<file path="src/rtl/patrick_motion_ctrl_pkg.sv">
// -----------------------------------------------------------------------------
// patrick_pkg
//   Shared definitions for the player-sprite motion controller.
//   - motion_state_t : vertical motion states (GROUND, RISE, FALL, LAND)
//   - *_DEF          : default physics constants (pixels / frame, y grows down)
//   - clamp_fall()   : signed upper clamp used for terminal fall speed
// -----------------------------------------------------------------------------
package patrick_pkg;

  typedef enum logic [1:0] {
    GROUND = 2'd0,
    RISE   = 2'd1,
    FALL   = 2'd2,
    LAND   = 2'd3
  } motion_state_t;

  localparam logic [9:0] JUMP_V0_DEF  = 10'd12;
  localparam logic [9:0] GRAVITY_DEF  = 10'd1;
  localparam logic [9:0] MAX_FALL_DEF = 10'd12;
  localparam logic [9:0] GROUND_Y_DEF = 10'd400;

  // Returns v limited to at most 'limit', both read as 10-bit two's complement.
  function automatic logic [9:0] clamp_fall(input logic [9:0] v, input logic [9:0] limit);
    return ($signed(v) > $signed(limit)) ? limit : v;
  endfunction

endpackage

</file>
<file path="src/rtl/patrick_motion_ctrl_key_arbiter.sv">
// -----------------------------------------------------------------------------
// key_arbiter
//   Turns left/right key levels into one-cycle direction-change pulses.
//   A rising key always wins (right over left when both rise together). When
//   the most recently pressed key is released while the other key is still
//   held, control hands back to the held key with a single pulse.
//
// Ports
//   CLK        in   clock
//   Reset      in   synchronous, active-low reset
//   key_left   in   left key level (synchronous to CLK)
//   key_right  in   right key level (synchronous to CLK)
//   right_en   out  one-cycle pulse: move right
//   left_en    out  one-cycle pulse: move left
// -----------------------------------------------------------------------------
module key_arbiter (
  input  logic CLK,
  input  logic Reset,
  input  logic key_left,
  input  logic key_right,
  output logic right_en,
  output logic left_en
);

  logic left_prev_reg;
  logic right_prev_reg;
  // 1 = right was the last direction granted, 0 = left.
  logic last_right_reg;

  logic right_rise;
  logic left_rise;
  logic right_fall;
  logic left_fall;
  logic right_next;
  logic left_next;

  always_comb begin
    right_rise = key_right & ~right_prev_reg;
    left_rise  = key_left  & ~left_prev_reg;
    right_fall = ~key_right & right_prev_reg;
    left_fall  = ~key_left  & left_prev_reg;

    right_next = 1'b0;
    left_next  = 1'b0;
    // Priority chain guarantees the two pulses are mutually exclusive.
    if (right_rise) begin
      right_next = 1'b1;
    end else if (left_rise) begin
      left_next = 1'b1;
    end else if (last_right_reg && right_fall && key_left) begin
      left_next = 1'b1;
    end else if (!last_right_reg && left_fall && key_right) begin
      right_next = 1'b1;
    end
  end

  always_ff @(posedge CLK) begin
    if (!Reset) begin
      left_prev_reg  <= 1'b0;
      right_prev_reg <= 1'b0;
      last_right_reg <= 1'b0;
      right_en       <= 1'b0;
      left_en        <= 1'b0;
    end else begin
      left_prev_reg  <= key_left;
      right_prev_reg <= key_right;
      right_en       <= right_next;
      left_en        <= left_next;
      if (right_next) begin
        last_right_reg <= 1'b1;
      end else if (left_next) begin
        last_right_reg <= 1'b0;
      end
    end
  end

endmodule

</file>
<file path="src/rtl/patrick_motion_ctrl.sv">
// -----------------------------------------------------------------------------
// patrick_motion_ctrl
//   Motion controller for the player sprite. Horizontal key handling is
//   delegated to key_arbiter; the vertical jump (rise, apex, gravity fall,
//   clamped landing) is sequenced here once per video frame.
//
// Ports
//   CLK          in   clock
//   Reset        in   synchronous, active-low reset
//   frame_tick   in   one-cycle pulse per video frame
//   key_left     in   left key level
//   key_right    in   right key level
//   key_jump     in   jump key level
//   Ball_Y_Pos   in   current sprite y (unsigned, grows downward)
//   right_en     out  one-cycle pulse: move right
//   left_en      out  one-cycle pulse: move left
//   Ball_Y_Move  out  signed y delta for the current frame
//   in_air       out  high whenever the sprite is not on the ground
//   land         out  one-cycle pulse when a landing completes
// -----------------------------------------------------------------------------
module patrick_motion_ctrl
  import patrick_pkg::*;
#(
  parameter logic [9:0] JUMP_V0  = JUMP_V0_DEF,
  parameter logic [9:0] GRAVITY  = GRAVITY_DEF,
  parameter logic [9:0] MAX_FALL = MAX_FALL_DEF,
  parameter logic [9:0] GROUND_Y = GROUND_Y_DEF
) (
  input  logic       CLK,
  input  logic       Reset,
  input  logic       frame_tick,
  input  logic       key_left,
  input  logic       key_right,
  input  logic       key_jump,
  input  logic [9:0] Ball_Y_Pos,
  output logic       right_en,
  output logic       left_en,
  output logic [9:0] Ball_Y_Move,
  output logic       in_air,
  output logic       land
);

  // ---------------------------------------------------------------------------
  // Horizontal arbitration
  // ---------------------------------------------------------------------------
  key_arbiter u_key_arbiter (
    .CLK       (CLK),
    .Reset     (Reset),
    .key_left  (key_left),
    .key_right (key_right),
    .right_en  (right_en),
    .left_en   (left_en)
  );

  // ---------------------------------------------------------------------------
  // Vertical FSM
  // ---------------------------------------------------------------------------
  motion_state_t state_reg;
  logic [9:0]    vy_reg;
  logic          jump_armed_reg;
  logic          in_air_reg;
  logic          land_reg;

  logic [9:0]    vy_inc;
  logic [9:0]    vy_fall;
  logic [10:0]   fall_sum;

  always_comb begin
    vy_inc   = vy_reg + GRAVITY;
    vy_fall  = clamp_fall(vy_inc, MAX_FALL);
    // One extra bit so a near-ground position plus speed cannot wrap past 1023.
    fall_sum = {1'b0, Ball_Y_Pos} + {1'b0, vy_fall};
  end

  always_ff @(posedge CLK) begin
    if (!Reset) begin
      state_reg      <= GROUND;
      vy_reg         <= '0;
      jump_armed_reg <= 1'b1;
      in_air_reg     <= 1'b0;
      land_reg       <= 1'b0;
    end else begin
      land_reg <= 1'b0;

      // Re-arming on any released cycle means a held key yields exactly one jump.
      if (!key_jump) begin
        jump_armed_reg <= 1'b1;
      end

      if (frame_tick) begin
        case (state_reg)
          GROUND: begin
            vy_reg <= '0;
            if (key_jump && jump_armed_reg) begin
              state_reg      <= RISE;
              vy_reg         <= '0 - JUMP_V0;
              jump_armed_reg <= 1'b0;
              in_air_reg     <= 1'b1;
            end
          end

          RISE: begin
            vy_reg <= vy_inc;
            // Apex reached once the velocity is no longer negative.
            if (!vy_inc[9]) begin
              state_reg <= FALL;
            end
          end

          FALL: begin
            if (fall_sum >= {1'b0, GROUND_Y}) begin
              // Final move lands the sprite exactly on the ground line.
              state_reg <= LAND;
              vy_reg    <= GROUND_Y - Ball_Y_Pos;
            end else begin
              vy_reg <= vy_fall;
            end
          end

          LAND: begin
            state_reg  <= GROUND;
            vy_reg     <= '0;
            land_reg   <= 1'b1;
            in_air_reg <= 1'b0;
          end

          default: begin
            state_reg  <= GROUND;
            vy_reg     <= '0;
            in_air_reg <= 1'b0;
          end
        endcase
      end
    end
  end

  assign Ball_Y_Move = vy_reg;
  assign in_air      = in_air_reg;
  assign land        = land_reg;

endmodule

</file>
<file path="config.mk">
export PLATFORM = sky130hd
export DESIGN_NAME = patrick_motion_ctrl
export DESIGN_NICKNAME = d
export VERILOG_FILES = /design/src/rtl/patrick_motion_ctrl_pkg.sv /design/src/rtl/patrick_motion_ctrl_key_arbiter.sv /design/src/rtl/patrick_motion_ctrl.sv
export SDC_FILE = /design/constraint.sdc
export NUM_CORES = 1
export LEC_CHECK = 0
export BUFFER_PORTS_ARGS = -buffer_cell sky130_fd_sc_hd__buf_2
export CORE_MARGIN = 4
export CORE_UTILIZATION = 50
export DETAILED_ROUTE_END_ITERATION = 10
export PLACE_DENSITY = 0.78
export SLEW_MARGIN = 15
export SYNTH_ARGS = -nofsm -noshare
export SYNTH_HDL_FRONTEND = slang
export SYNTH_HIERARCHICAL = 1
export SYNTH_SLANG_ARGS = --single-unit
</file>
<file path="constraint.sdc">
create_clock -name CLK -period 4.89 [get_ports CLK]
set_input_delay 0.978 -clock CLK [delete_from_list [all_inputs] [get_ports CLK]]
set_output_delay 0.978 -clock CLK [all_outputs]
set_load 0.01 [all_outputs]
</file>
After elaboration in Yosys (flattened, before gate mapping)
Cells that the tools add are included.
{ "totals": {"regBits": 20, "inputBits": 16, "out_inout_bits": 14, "wordCells": 65} }
{ "op_classes": {"add_sub_neg": 3, "order_cmp": 2, "eq_ne": 6, "muxes": 24, "bitwise": 8, "n_reduce_logical": 12} }
{ "op_table": {"columns": ["cell", "n"], "rows": [
  ["case mux 10 bit (4 select lines)", 1],
  ["2-to-1 mux 10 bit", 3],
  ["2-to-1 mux 1 bit", 15],
  ["adder 10 x 10 -> 11 bit", 1],
  [">= comparator 11 x 9 -> 1 bit (second input constant)", 1],
  ["adder 10 x 1 -> 10 bit (second input constant)", 1],
  ["> comparator 10 x 5 -> 1 bit (second input constant)", 1],
  ["subtractor 9 x 10 -> 10 bit (first input constant)", 1],
  ["case mux 2 bit (4 select lines)", 1],
  ["2-to-1 mux 2 bit", 3],
  ["inequality test 2 bit (second input constant)", 3],
  ["logical AND 1 bit", 5],
  ["AND 1 bit", 4],
  ["equality test 2 bit (second input constant)", 2],
  ["NOT 1 bit", 4],
  ["AND reduction 4 bit", 1],
  ["nonzero test 2 bit", 2],
  ["AND reduction 3 bit", 1],
  ["equality test 2 x 1 -> 1 bit (second input constant)", 1],
  ["zero test 2 bit", 1],
  ["case mux 1 bit (2 select lines)", 1],
  ["AND reduction 2 bit", 1],
  ["zero test 1 bit", 1]
]} }

Depth between registers and ports, before layout
Gate-level depths: netlist of the first run.
{ "depth": {"ltp_word": 9, "mapped_depth": 19, "mapped_depth_nobuf": 17} }

By module
Netlist of the first run, hierarchy kept.
{ "modules_own_cells": {"columns": ["module", "n_inst", "cells_per_inst", "area_per_inst_um2", "seq_area_each_um2"], "rows": [
  ["patrick_motion_ctrl", 1, 278, 2063.2, 300.3],
  ["key_arbiter", 1, 21, 191.4, 100.1]
]} }

Least setup slack after synthesis of the first run
OpenSTA, ideal clock, no wires.
{ "synth_timing": {"path_kind": "reg-to-reg", "startpoint": "register vy_reg[0], in the netlist Ball_Y_Move[0]", "endpoint": "register vy_reg[9], in the netlist Ball_Y_Move[9]", "setup_time_ps": 134, "arrival_ps": 4085, "t_required_ps": 4756, "slack_ps": 671, "stages_incl_launch_ff": 20, "n_path_buf": 2, "synth_period_minus_slack_ps": 4219, "cell_sequence": "dfxtp_1 ha_1 buf_4 nand4_2 or3_1 a41o_1 a31oi_1 nor2_1 ha_1 ha_1 a211oi_1 nand2_1 or3_1 o2111a_1 o311a_1 o211ai_2 o211ai_2 buf_6 mux2i_1 o221ai_1"} }
{ "synth_between": {"elab_chain_cells": 7} }
{ "synth_lines": {"columns": ["element", "line", "source"], "rows": [
  ["start: declaration", "patrick_motion_ctrl.sv:59", "logic [9:0] vy_reg;"],
  ["start signal: assignment", "patrick_motion_ctrl.sv:96", "vy_reg <= '0 - JUMP_V0;"],
  ["start signal: assignment", "patrick_motion_ctrl.sv:103", "vy_reg <= vy_inc;"],
  ["start signal: assignment", "patrick_motion_ctrl.sv:114", "vy_reg <= GROUND_Y - Ball_Y_Pos;"],
  ["adder 10 x 1 -> 10 bit (*)", "patrick_motion_ctrl.sv:69", "vy_inc = vy_reg + GRAVITY;"],
  ["> comparator 10 x 5 -> 1 bit", "patrick_motion_ctrl_pkg.sv:24", "return ($signed(v) > $signed(limit)) ? limit : v;"],
  ["2-to-1 mux 10 bit", "patrick_motion_ctrl_pkg.sv:24", null],
  ["adder 10 x 10 -> 11 bit", "patrick_motion_ctrl.sv:72", "fall_sum = {1'b0, Ball_Y_Pos} + {1'b0, vy_fall};"],
  [">= comparator 11 x 9 -> 1 bit", "patrick_motion_ctrl.sv:111", "if (fall_sum >= {1'b0, GROUND_Y}) begin"],
  ["2-to-1 mux 10 bit", "patrick_motion_ctrl.sv:111", null],
  ["case mux 10 bit (4 select lines) (*)", "patrick_motion_ctrl.sv:91", "case (state_reg)"]
]} }
Mark *: on every way between the ends. The rest lies on a longest branch, timed or not.
A chain may end at the register's enable or synchronous reset.

Worst setup path after layout of the first run
{ "layout_timing": {"startpoint": "register vy_reg[1], in the netlist Ball_Y_Move[1]", "endpoint": "register vy_reg[1], in the netlist Ball_Y_Move[1]"} }
Same word-level chain as after synthesis.

==> metrics.csv, run 1 <==
stage,metric,value,unit
sta,unrepaired setup endpoints after global routing,false,
sta,final setup margin,0.345,ns
layout,Finished Core Util,57.7,%
place,setup slack at placement,0.266,ns
layout,Final nets,360,
route,DRT iter0 DRCs,316,
clock_tree,CTS Buf Count,3,
sta,skew final,0.00220,ns
synthesis,cells after synthesis,299,
floorplanning,die height,75.2,um
power_and_ir_drop,VDD IR max,0.205,mV
layout,layout cells sized above 1,17.5,%
power_and_ir_drop,Switching Share,45.6,%
power_and_ir_drop,switching pwr,0.404,mW
synthesis,Synthesis Warnings,6,
worst_setup_path,FF-to-FF Start,Ball_Y_Move[1]$_SDFFE_PN0P_,
clock_tree,Max H-tree Level,1,
worst_setup_path,WS Path Type,reg2reg,
synthesis,number of flops mapped to enable cells by yosys,0,
power_and_ir_drop,clock network fraction of total power,14.8,%
clock_tree,Post-CTS Repair Setup Buffers,0,
place,number of buffers added on ports,29,
global_routing,largest net degree at the start of global routing,21,
route,routed wire length,5.91,mm
sta,"Slew Viols, Final",0,
synthesis,syn_nets,332,
sta,Setup Viol. Count Final,0,
hold_path,min-delay src,jump_armed_reg$_SDFF_PN1_,
place,routability cong.,0.941,
global_routing,GRT overflow,0,
worst_setup_path,Crit. Startpoint,Ball_Y_Move[1]$_SDFFE_PN0P_,
clock_tree,latest clock arrival within the worst-skew pair,0.26,ns
floorplanning,Chip Width,75.2,um
global_routing,initial antenna violation count,0,
route,DRT antenna net count,0,
worst_setup_path,Setup crit end kind,register,
sta,Final Hold Viols,0,
clock_tree,maximum clock insertion buffer count,2,
route,Residual DRC,0,
sta,Worst-Margin Slew,0.694,ns
worst_setup_path,critical-path maximum fanout,13,
synthesis,number of synthesized register bits,20,
layout,area grow syn2layout,11.4,%
floorplanning,Row Count,24,
synthesis,asr flop ratio synth,0,%
route,via/cell ratio,6.24,
hold_path,Hold Path Class,reg2reg,
worst_setup_path,Critical Path AT,4.75,ns
power_and_ir_drop,Pwr per Cell Area,352,nW/um2
clock_tree,TritonCTS Sinks,20,
outcome,outcome,completed,
power_and_ir_drop,Int Pwr,0.481,mW
power_and_ir_drop,Gate power share,60.8,%
place,DP Wirelength,4.62,mm
floorplanning,Ports,30,
worst_setup_path,Worst Path Required,5.09,ns
synthesis,sequential area share after synthesis,17.8,%
power_and_ir_drop,Lkg Pwr,1.07,nW
floorplanning,core area,4350,um2
clock_tree,CTS tree,yes,
layout,max FFs per register,10,
layout,Antenna Cells,0,
route,vias,2358,
sta,Tmin final,4.54,ns
global_routing,Total GRT Usage,21.5,%
clock_tree,clock slew at reported path FFs,0.08,ns
power_and_ir_drop,Flop pwr share,24.5,%
global_routing,first-pass GRT wire length,9.57,mm
sta,Worst slew margin,53.1,%
synthesis,ys flop type,dfxtp_1,
floorplanning,Initial Util,51.8,%
clock_tree,Root Buffer,clkbuf_8,
job,max-cap violations,0,
sta,fmax,0.220,GHz
floorplanning,Die Area,5650,um2
route,Detailed Routing Iterations Pass 1,5,
synthesis,Yosys cell types,68,
global_routing,vias in the first global route,2034,
route,Routed WL per cell,15.6,um
synthesis,Avg Inst Size Synth,7.54,um2
worst_setup_path,crit start category,register,
sta,Setup TNS Final,0,ns
layout,fill cell count,414,
synthesis,post-synthesis cell area,2250,um2
sta,fin crit share,92.9,%
## synthesized netlist by cell type (4+ instances only)
master / instances / area, um2
o21ai_0: 17 / 85.1
clkbuf_1: 7 / 26.3
inv_1: 15 / 56.3
dfxtp_1: 20 / 400
a21oi_1: 15 / 75.1
and2_1: 4 / 25.0
xnor2_1: 12 / 105
nor2_1: 21 / 78.8
o21ai_1: 6 / 30.0
nand4_1: 4 / 25.0
nand2b_1: 9 / 56.3
o211ai_1: 4 / 30.0
or3_1: 4 / 25.0
mux2i_1: 12 / 120
ha_1: 17 / 213
nand2_1: 31 / 116
a31oi_1: 5 / 31.3
nand3_1: 15 / 75.1
and3_1: 5 / 31.3
## cell families (layout without fill, tap and decap cells)
family          Yosys count  count (layout)  synth area share (%)
fa+ha+maj                18              18                  9.88
xor+xnor                 15              15                  5.83
flops                    20              20                  17.8
simple gates            115             115                  26.4
buf+inv                  27              54                  5.33
compound gates           89              89                  28.0
mux                      15              15                  6.83
## repair_timing
action	4_1_cts	5_1_grt
resized for setup	0	1
endpoints found under the hold margin	0	0
endpoints found under the setup margin	0	11
hold buffers	0	0
## worst paths after layout
check	slack, ns	depth (start not counted)	end
max	0.35	15	Ball_Y_Move[1]$_SDFFE_PN0P_
min	0.47	2	jump_armed_reg$_SDFF_PN1_
max reg2reg	0.35	15	Ball_Y_Move[1]$_SDFFE_PN0P_
min reg2reg	0.47	2	jump_armed_reg$_SDFF_PN1_
## through the flow
stage / hold WS (ns) / area [um2] / std cells / total power, mW
CTS: 0.481 / 2500 / 378 / 0.876
global route: 0.507 / 2510 / 378 / 0.960
floorplan: 0.437 / 2250 / 299 / 0.617
detailed placement: 0.462 / 2450 / 374 / 0.743
finish: 0.473 / 2510 / 378 / 0.885
global placement: 0.448 / 2450 / 374 / 0.734
## cell usage in the layout (no fill, tap or decap), types with 15 or more instances in the layout
cell type	Yosys	layout
nand2_1	31	31
ha_1	17	17
inv_1	15	15
a21oi_1	15	15
nand3_1	15	15
nor2_1	21	21
o21ai_0	17	17
dfxtp_1	20	20
buf_2	2	29
## worst max-delay path, stage by stage, from the launching register on
cell and delay (ns):
dfxtp_1 0.46, ha_1 0.23, nand4_2 0.17, or3_1 0.36
a41o_1 0.31, a31oi_1 0.26, nor2_1 0.10, ha_1 0.24
ha_1 0.21, a211oi_1 0.30, nand2_1 0.21, a311oi_1 0.42
o31ai_1 0.19, o211ai_4 0.49, mux2_2 0.40, o21ai_2 0.10
## final cells by class
cell class	instances	area (um2)	share of cell area, %
clock buffers	4	55.1	2.19
well taps	52	65.1	2.59
multi-input cells	252	1740	69.4
flip-flops and latches	20	400	15.9
repair buffers	34	183	7.27
inverters	16	65.1	2.59
## per-layer routing
layer,wire [um],vias to the layer above,track usage (%)
met2,2850,100,36.2
li1,-,1168,-
met1,2610,1084,28.5
met5,0,-,0
met4,60,0,7.57
met3,393,6,2.00
## power by group through the flow
stage          Clock (mW)  Sequential (mW)  Combinational (mW)
2_1_floorplan           0            0.217               0.400
3_3_place_gp            0            0.218               0.515
3_5_place_dp            0            0.219               0.524
4_1_cts             0.133            0.216               0.528
5_1_grt             0.140            0.221               0.599
6_report            0.131            0.216               0.538
(Power assumes the default switching activity.)
==> inputs of run 2 (changes only) <==
- CORE_UTILIZATION: 50 -> 33
- PLACE_DENSITY: 0.78 -> 0.58
==> run 2 against run 1 <==
  * Non-clock buffer count is 1 lower
  * Hold slack worse by 0.0018 ns
  * Routed wire length is 3.1% higher
  * Critical endpoint unchanged
==> metrics.csv, run 2 (synthesis results as in run 1) <==
stage,metric,value,unit,change
layout,post-route cell area,2550,um2,+1.5%
route,DRT antenna net count,0,,unchanged
route,DRT iter0 DRCs,132,,-58%
clock_tree,TritonCTS Sinks,20,,unchanged
global_routing,Total GRT Usage,14.9,%,-6.6 points
clock_tree,Post-CTS Hold Fix Bufs,0,,unchanged
place,setup slack at placement,0.333,ns,+0.0668 ns
place,placed cell area,2470,um2,+0.97%
worst_setup_path,"Max stage delay cell, worst path",dfxtp_1,,
power_and_ir_drop,Lkg Pwr,1.07,nW,about the same
route,vias,2305,,-2.2%
sta,fin crit share,92.3,%,-0.66 points
floorplanning,Initial Util,34.7,%,-17 points
route,Routed WL per cell,15.2,um,-3.1%
layout,Antenna Cells,0,,unchanged
route,Met3 Routed Length,364,um,-7.4%
floorplanning,Die Area,8220,um2,+46%
worst_setup_path,Critical Path AT,4.72,ns,-0.03 ns
route,routed wl met2,2.87,mm,+0.53%
clock_tree,latest clock arrival within the worst-skew pair,0.26,ns,about the same
worst_setup_path,worst stage delay on the critical path,0.47,ns,-0.02 ns
route,Residual DRC,0,,unchanged
sta,final setup margin,0.377,ns,+0.0323 ns
clock_tree,Post-CTS Repair Setup Buffers,0,,unchanged
worst_setup_path,crit start category,register,,
route,routed wire length,6.09,mm,+3.1%
worst_setup_path,WS Path Type,reg2reg,,
clock_tree,Root Buffer,clkbuf_8,,
global_routing,initial antenna violation count,0,,unchanged
layout,"commonest cells after routing, fill and taps aside","nand2_1 (31), buf_2 (29), nor2_1 (21)",,
floorplanning,core area,6490,um2,+49%
job,max-cap violations,0,,unchanged
global_routing,first-pass GRT wire length,10.3,mm,+7.4%
global_routing,GRT overflow,0,,unchanged
global_routing,vias in the first global route,2092,,+2.9%
sta,Tmin final,4.51,ns,-0.0323 ns
layout,fill cell count,678,,+64%
layout,area grow syn2layout,13.0,%,
worst_setup_path,crit-path leading delay family,compound AO/OA/AOI/OAI gates,,
clock_tree,CTS tree,yes,,
floorplanning,Chip Width,90.7,um,+21%
sta,"Slew Viols, Final",0,,unchanged
sta,Worst-Margin Slew,0.624,ns,-0.0707 ns
worst_setup_path,Setup crit end kind,register,,
outcome,outcome,completed,,
worst_setup_path,CP Cell Sequence,"ha_2, nand4_2, or3_1, a41o_1, a31oi_1, nor2_1, ha_1, ha_1, a211oi_1, nand2_1, or3_1, o2111a_1, o311a_1, o211ai_2, o211ai_2, buf_4, mux2_2, o21ai_2",,
clock_tree,CTS resizes,0,,unchanged
sta,Setup Viol. Count Final,0,,unchanged
sta,Final Hold Viols,0,,unchanged
sta,fmax,0.222,GHz,+0.72%
layout,layout cells sized above 1,17.8,%,+0.36 points
global_routing,largest net degree at the start of global routing,21,,unchanged
sta,skew final,0.00168,ns,-0.000520 ns
worst_setup_path,critical-path maximum fanout,13,,unchanged
floorplanning,die height,90.7,um,+21%
floorplanning,Row Count,29,,+21%
worst_setup_path,worst path buffer plus inverter count,1,,+1
clock_tree,CTS Buf Count,3,,unchanged
layout,Finished Core Util,39.2,%,-18 points
route,M1 wire length,2.81,mm,+8.0%
layout,"commonest non-fill, non-tap cell in the layout",nand2_1,,
power_and_ir_drop,VDD IR max,0.125,mV,-39%
place,number of buffers added on ports,29,,unchanged
clock_tree,clock slew at reported path FFs,0.08,ns,about the same
route,Detailed Routing Iterations Pass 1,6,,+1
hold_path,cell count of the worst hold path,2,,unchanged
worst_setup_path,Worst Reg-to-Reg Cells,18,,+3
worst_setup_path,WP depth,18,,+3
hold_path,Hold Path Class,reg2reg,,
layout,Final nets,359,,-0.28%
power_and_ir_drop,Pwr per Cell Area,362,nW/um2,+2.8%
layout,max FFs per register,10,,unchanged
clock_tree,maximum clock insertion buffer count,2,,unchanged
sta,Setup TNS Final,0,ns,unchanged
sta,Worst slew margin,57.9,%,+4.8 points
floorplanning,Ports,30,,unchanged
clock_tree,Max H-tree Level,1,,unchanged
power_and_ir_drop,Tot Pwr,0.923,mW,+4.4%
route,DR top layer,met4,,
sta,unrepaired setup endpoints after global routing,false,,
place,DP Wirelength,4.80,mm,+4.0%
place,routability cong.,0.894,,-5.0%
worst_setup_path,Worst Path Required,5.09,ns,about the same
route,via/cell ratio,5.73,,-8.1%
-- run 2: changes by cell type in the layout (fill, tap and decap cells not counted), sizes merged --
cell	previous run	this run
clkbuf	4	3
bufinv	0	1
buf	34	33
-- run 2: final cells by class --
cell class	count	area [um2]	area share (%)
flip-flops and latches	20	400	15.7
clock buffers	3	41.3	1.62
multi-input cells	252	1740	68.3
clock inverters	1	30.0	1.18
well taps	77	96.3	3.78
repair buffers	33	175	6.87
inverters	16	65.1	2.55
-- run 2: power breakdown --
| group | internal [mW] | switching, mW | total, mW | leakage, nW |
|---|---|---|---|---|
| Clock | 0.109 | 0.0604 | 0.170 | 0.0357 |
| Sequential | 0.185 | 0.0310 | 0.216 | 0.164 |
| Combinational | 0.223 | 0.315 | 0.538 | 0.870 |
-- run 2: per-layer routing --
layer	GRT usage (%)	vias to the layer above
met4	3.57	0
li1	-	1162
met1	20.8	1073
met5	0	-
met3	1.50	5
met2	24.4	65
-- run 2: through the flow --
stage / hold slack, ns / std cells
global placement: 0.449 / 398
finish: 0.471 / 402
CTS: 0.475 / 402
detailed placement: 0.455 / 398
global route: 0.517 / 402
floorplan: 0.437 / 299
-- run 2: final timing paths --
path | from | to | slack [ns]
hold reg to reg | jump_armed_reg$_SDFF_PN1_ | jump_armed_reg$_SDFF_PN1_ | 0.47
setup / recovery | Ball_Y_Move[1]$_SDFFE_PN0P_ | Ball_Y_Move[1]$_SDFFE_PN0P_ | 0.38
setup reg to reg | Ball_Y_Move[1]$_SDFFE_PN0P_ | Ball_Y_Move[1]$_SDFFE_PN0P_ | 0.38
hold / removal | jump_armed_reg$_SDFF_PN1_ | jump_armed_reg$_SDFF_PN1_ | 0.47
-- run 2: worst register-to-register path, delay by kind of cell (launching register included) --
kind / cells / cell delay (ns)
compound gates: 8 / 1.46
simple gates: 5 / 1.19
fa+ha+maj: 3 / 0.80
flops: 1 / 0.47
mux: 1 / 0.30
buf+inv: 1 / 0.22
==> inputs of run 3 (changes only) <==
- RECOVER_POWER: unset -> 25
==> run 3 against run 2 <==
  * First-iteration DRC count is 6.1% lower
  * Core utilization is essentially flat
  * Critical path depth unchanged
  * Largest power group unchanged
  * Die area stayed put
  * Critical path type unchanged
  * Final area hardly changed
  * Clock power about the same
==> metrics.csv, run 3 (synthesis results as in run 1) <==
stage,metric,value,unit,change
floorplanning,Initial Util,34.7,%,unchanged
floorplanning,core area,6490,um2,unchanged
clock_tree,maximum clock insertion buffer count,2,,unchanged
worst_setup_path,WS Path Type,reg2reg,,
sta,fin crit share,92.1,%,-0.19 points
layout,Finished Core Util,39.2,%,about the same
sta,"Slew Viols, Final",0,,unchanged
layout,layout cells sized above 1,17.2,%,-0.62 points
clock_tree,Max H-tree Level,1,,unchanged
sta,Setup Viol. Count Final,0,,unchanged
job,max-cap violations,0,,unchanged
layout,Antenna Cells,0,,unchanged
sta,Setup TNS Final,0,ns,unchanged
route,Routed WL per cell,15.1,um,-0.36%
route,via/cell ratio,5.73,,unchanged
sta,Worst-Margin Slew,0.831,ns,+0.208 ns
layout,"commonest non-fill, non-tap cell in the layout",nand2_1,,
sta,Tmin final,4.50,ns,-0.00917 ns
route,DRT iter0 DRCs,124,,-6.1%
floorplanning,Row Count,29,,unchanged
sta,unrepaired setup endpoints after global routing,false,,
clock_tree,CTS tree,yes,,
clock_tree,clock slew at reported path FFs,0.08,ns,about the same
clock_tree,latest clock arrival within the worst-skew pair,0.26,ns,about the same
worst_setup_path,critical-path maximum fanout,13,,unchanged
worst_setup_path,crit start category,register,,
global_routing,Total GRT Usage,14.9,%,unchanged
clock_tree,CTS Buf Count,3,,unchanged
global_routing,vias in the first global route,2092,,unchanged
global_routing,largest net degree at the start of global routing,21,,unchanged
outcome,outcome,completed,,
hold_path,Hold Path Class,reg2reg,,
route,Detailed Routing Iterations Pass 1,4,,-2
route,Residual DRC,0,,unchanged
layout,"commonest cells after routing, fill and taps aside","nand2_1 (31), buf_2 (27), nor2_1 (21)",,
worst_setup_path,worst stage delay on the critical path,0.47,ns,about the same
sta,Final Hold Viols,0,,unchanged
floorplanning,Chip Width,90.7,um,unchanged
sta,skew final,0.00587,ns,+0.00419 ns
power_and_ir_drop,Tot Pwr,0.923,mW,about the same
worst_setup_path,Setup crit end kind,register,,
power_and_ir_drop,Lkg Pwr,1.06,nW,-0.58%
layout,post-route insts no fill,402,,unchanged
worst_setup_path,r2r setup slk,0.39,ns,about the same
power_and_ir_drop,Pwr per Cell Area,363,nW/um2,about the same
floorplanning,Ports,30,,unchanged
clock_tree,Post-CTS Repair Setup Buffers,0,,unchanged
floorplanning,Die Area,8220,um2,unchanged
power_and_ir_drop,VDD IR max,0.125,mV,-0.54%
worst_setup_path,Worst Path Required,5.09,ns,about the same
global_routing,initial antenna violation count,0,,unchanged
worst_setup_path,"Max stage delay cell, worst path",dfxtp_1,,
global_routing,first-pass GRT wire length,10.3,mm,unchanged
layout,max FFs per register,10,,unchanged
sta,fmax,0.222,GHz,+0.20%
route,vias,2305,,unchanged
route,routed wire length,6.07,mm,-0.36%
place,number of buffers added on ports,29,,unchanged
sta,Worst slew margin,44.6,%,-13 points
layout,fill cell count,679,,+0.15%
worst_setup_path,Critical Path AT,4.70,ns,-0.02 ns
layout,area grow syn2layout,12.9,%,about the same
floorplanning,die height,90.7,um,unchanged
route,DRT antenna net count,0,,unchanged
global_routing,GRT overflow,0,,unchanged
place,DP Wirelength,4.80,mm,unchanged
clock_tree,TritonCTS Sinks,20,,unchanged
clock_tree,Root Buffer,clkbuf_8,,
sta,WHS,0.472,ns,+0.000424 ns
worst_setup_path,CP Cell Sequence,"ha_2, nand4_2, or3_1, a41o_1, a31oi_1, nor2_1, ha_1, ha_1, a211oi_1, nand2_1, or3_1, o2111a_1, o311a_1, o211ai_2, o211ai_2, buf_4, mux2_2, o21ai_2",,
place,routability cong.,0.894,,unchanged
layout,Final nets,359,,unchanged
place,DP Cell Count,398,,unchanged
run 3: cell count changes in the layout (fill, tap and decap cells not counted):
cell and change:
buf_2 -2, and2_0 +1, clkbuf_1 +2, and2_1 -1
run 3: per-stage QoR:
step	worst slack, ns	cell area, um2
6_report	0.387	2550
2_1_floorplan	0.671	2250
4_1_cts	0.292	2540
3_5_place_dp	0.333	2470
3_3_place_gp	0.315	2470
5_1_grt	0.0671	2550
run 3: path summary, 6_finish.rpt:
check	start	end	cells after the start
worst max-delay path	Ball_Y_Move[1]$_SDFFE_PN0P_	Ball_Y_Move[1]$_SDFFE_PN0P_	18
worst min register to register	jump_armed_reg$_SDFF_PN1_	jump_armed_reg$_SDFF_PN1_	2
worst min-delay path	jump_armed_reg$_SDFF_PN1_	jump_armed_reg$_SDFF_PN1_	2
worst max register to register	Ball_Y_Move[1]$_SDFFE_PN0P_	Ball_Y_Move[1]$_SDFFE_PN0P_	18
run 3: timing repair:
item,in CTS,in global routing
endpoints found under the hold margin,0,0
hold buffers,0,0
gates resized for setup,0,3
setup endpoints to repair,0,8
run 3: final cells by class:
class	instances	area [um2]	area share, %
clock inverter	1	30.0	1.18
timing repair buffer	33	173	6.78
inverter	16	65.1	2.56
tap	77	96.3	3.78
clock buffer	3	41.3	1.62
multi-input combinational	252	1740	68.4
sequential	20	400	15.7
run 3: per-layer routing:
metal  wire length (um)  share of wire (%)  vias to the layer above  global-route usage, %
met5                  0                  0                        -                      0
met4                 46               0.76                        0                   3.57
met3                241                4.0                        5                   1.50
met2               2890                 48                       51                   24.4
met1               2890                 48                     1088                   20.8
li1                   -                  -                     1161                      -
run 3: report_power, final:
| group | switching, mW | internal, mW |
|---|---|---|
| clock network | 0.0595 | 0.109 |
| logic | 0.316 | 0.223 |
| registers | 0.0308 | 0.185 |
| total | 0.406 | 0.517 |
run 3: worst max-delay path, delay by kind of cell, from the launching register on:
kind / cells / cell delay [ns]
DFF: 1 / 0.47
AOI/OAI and AO/OA: 8 / 1.46
and+or+nand+nor: 5 / 1.19
buffers and inverters: 1 / 0.22
adders and majority gates: 3 / 0.79
muxes: 1 / 0.30
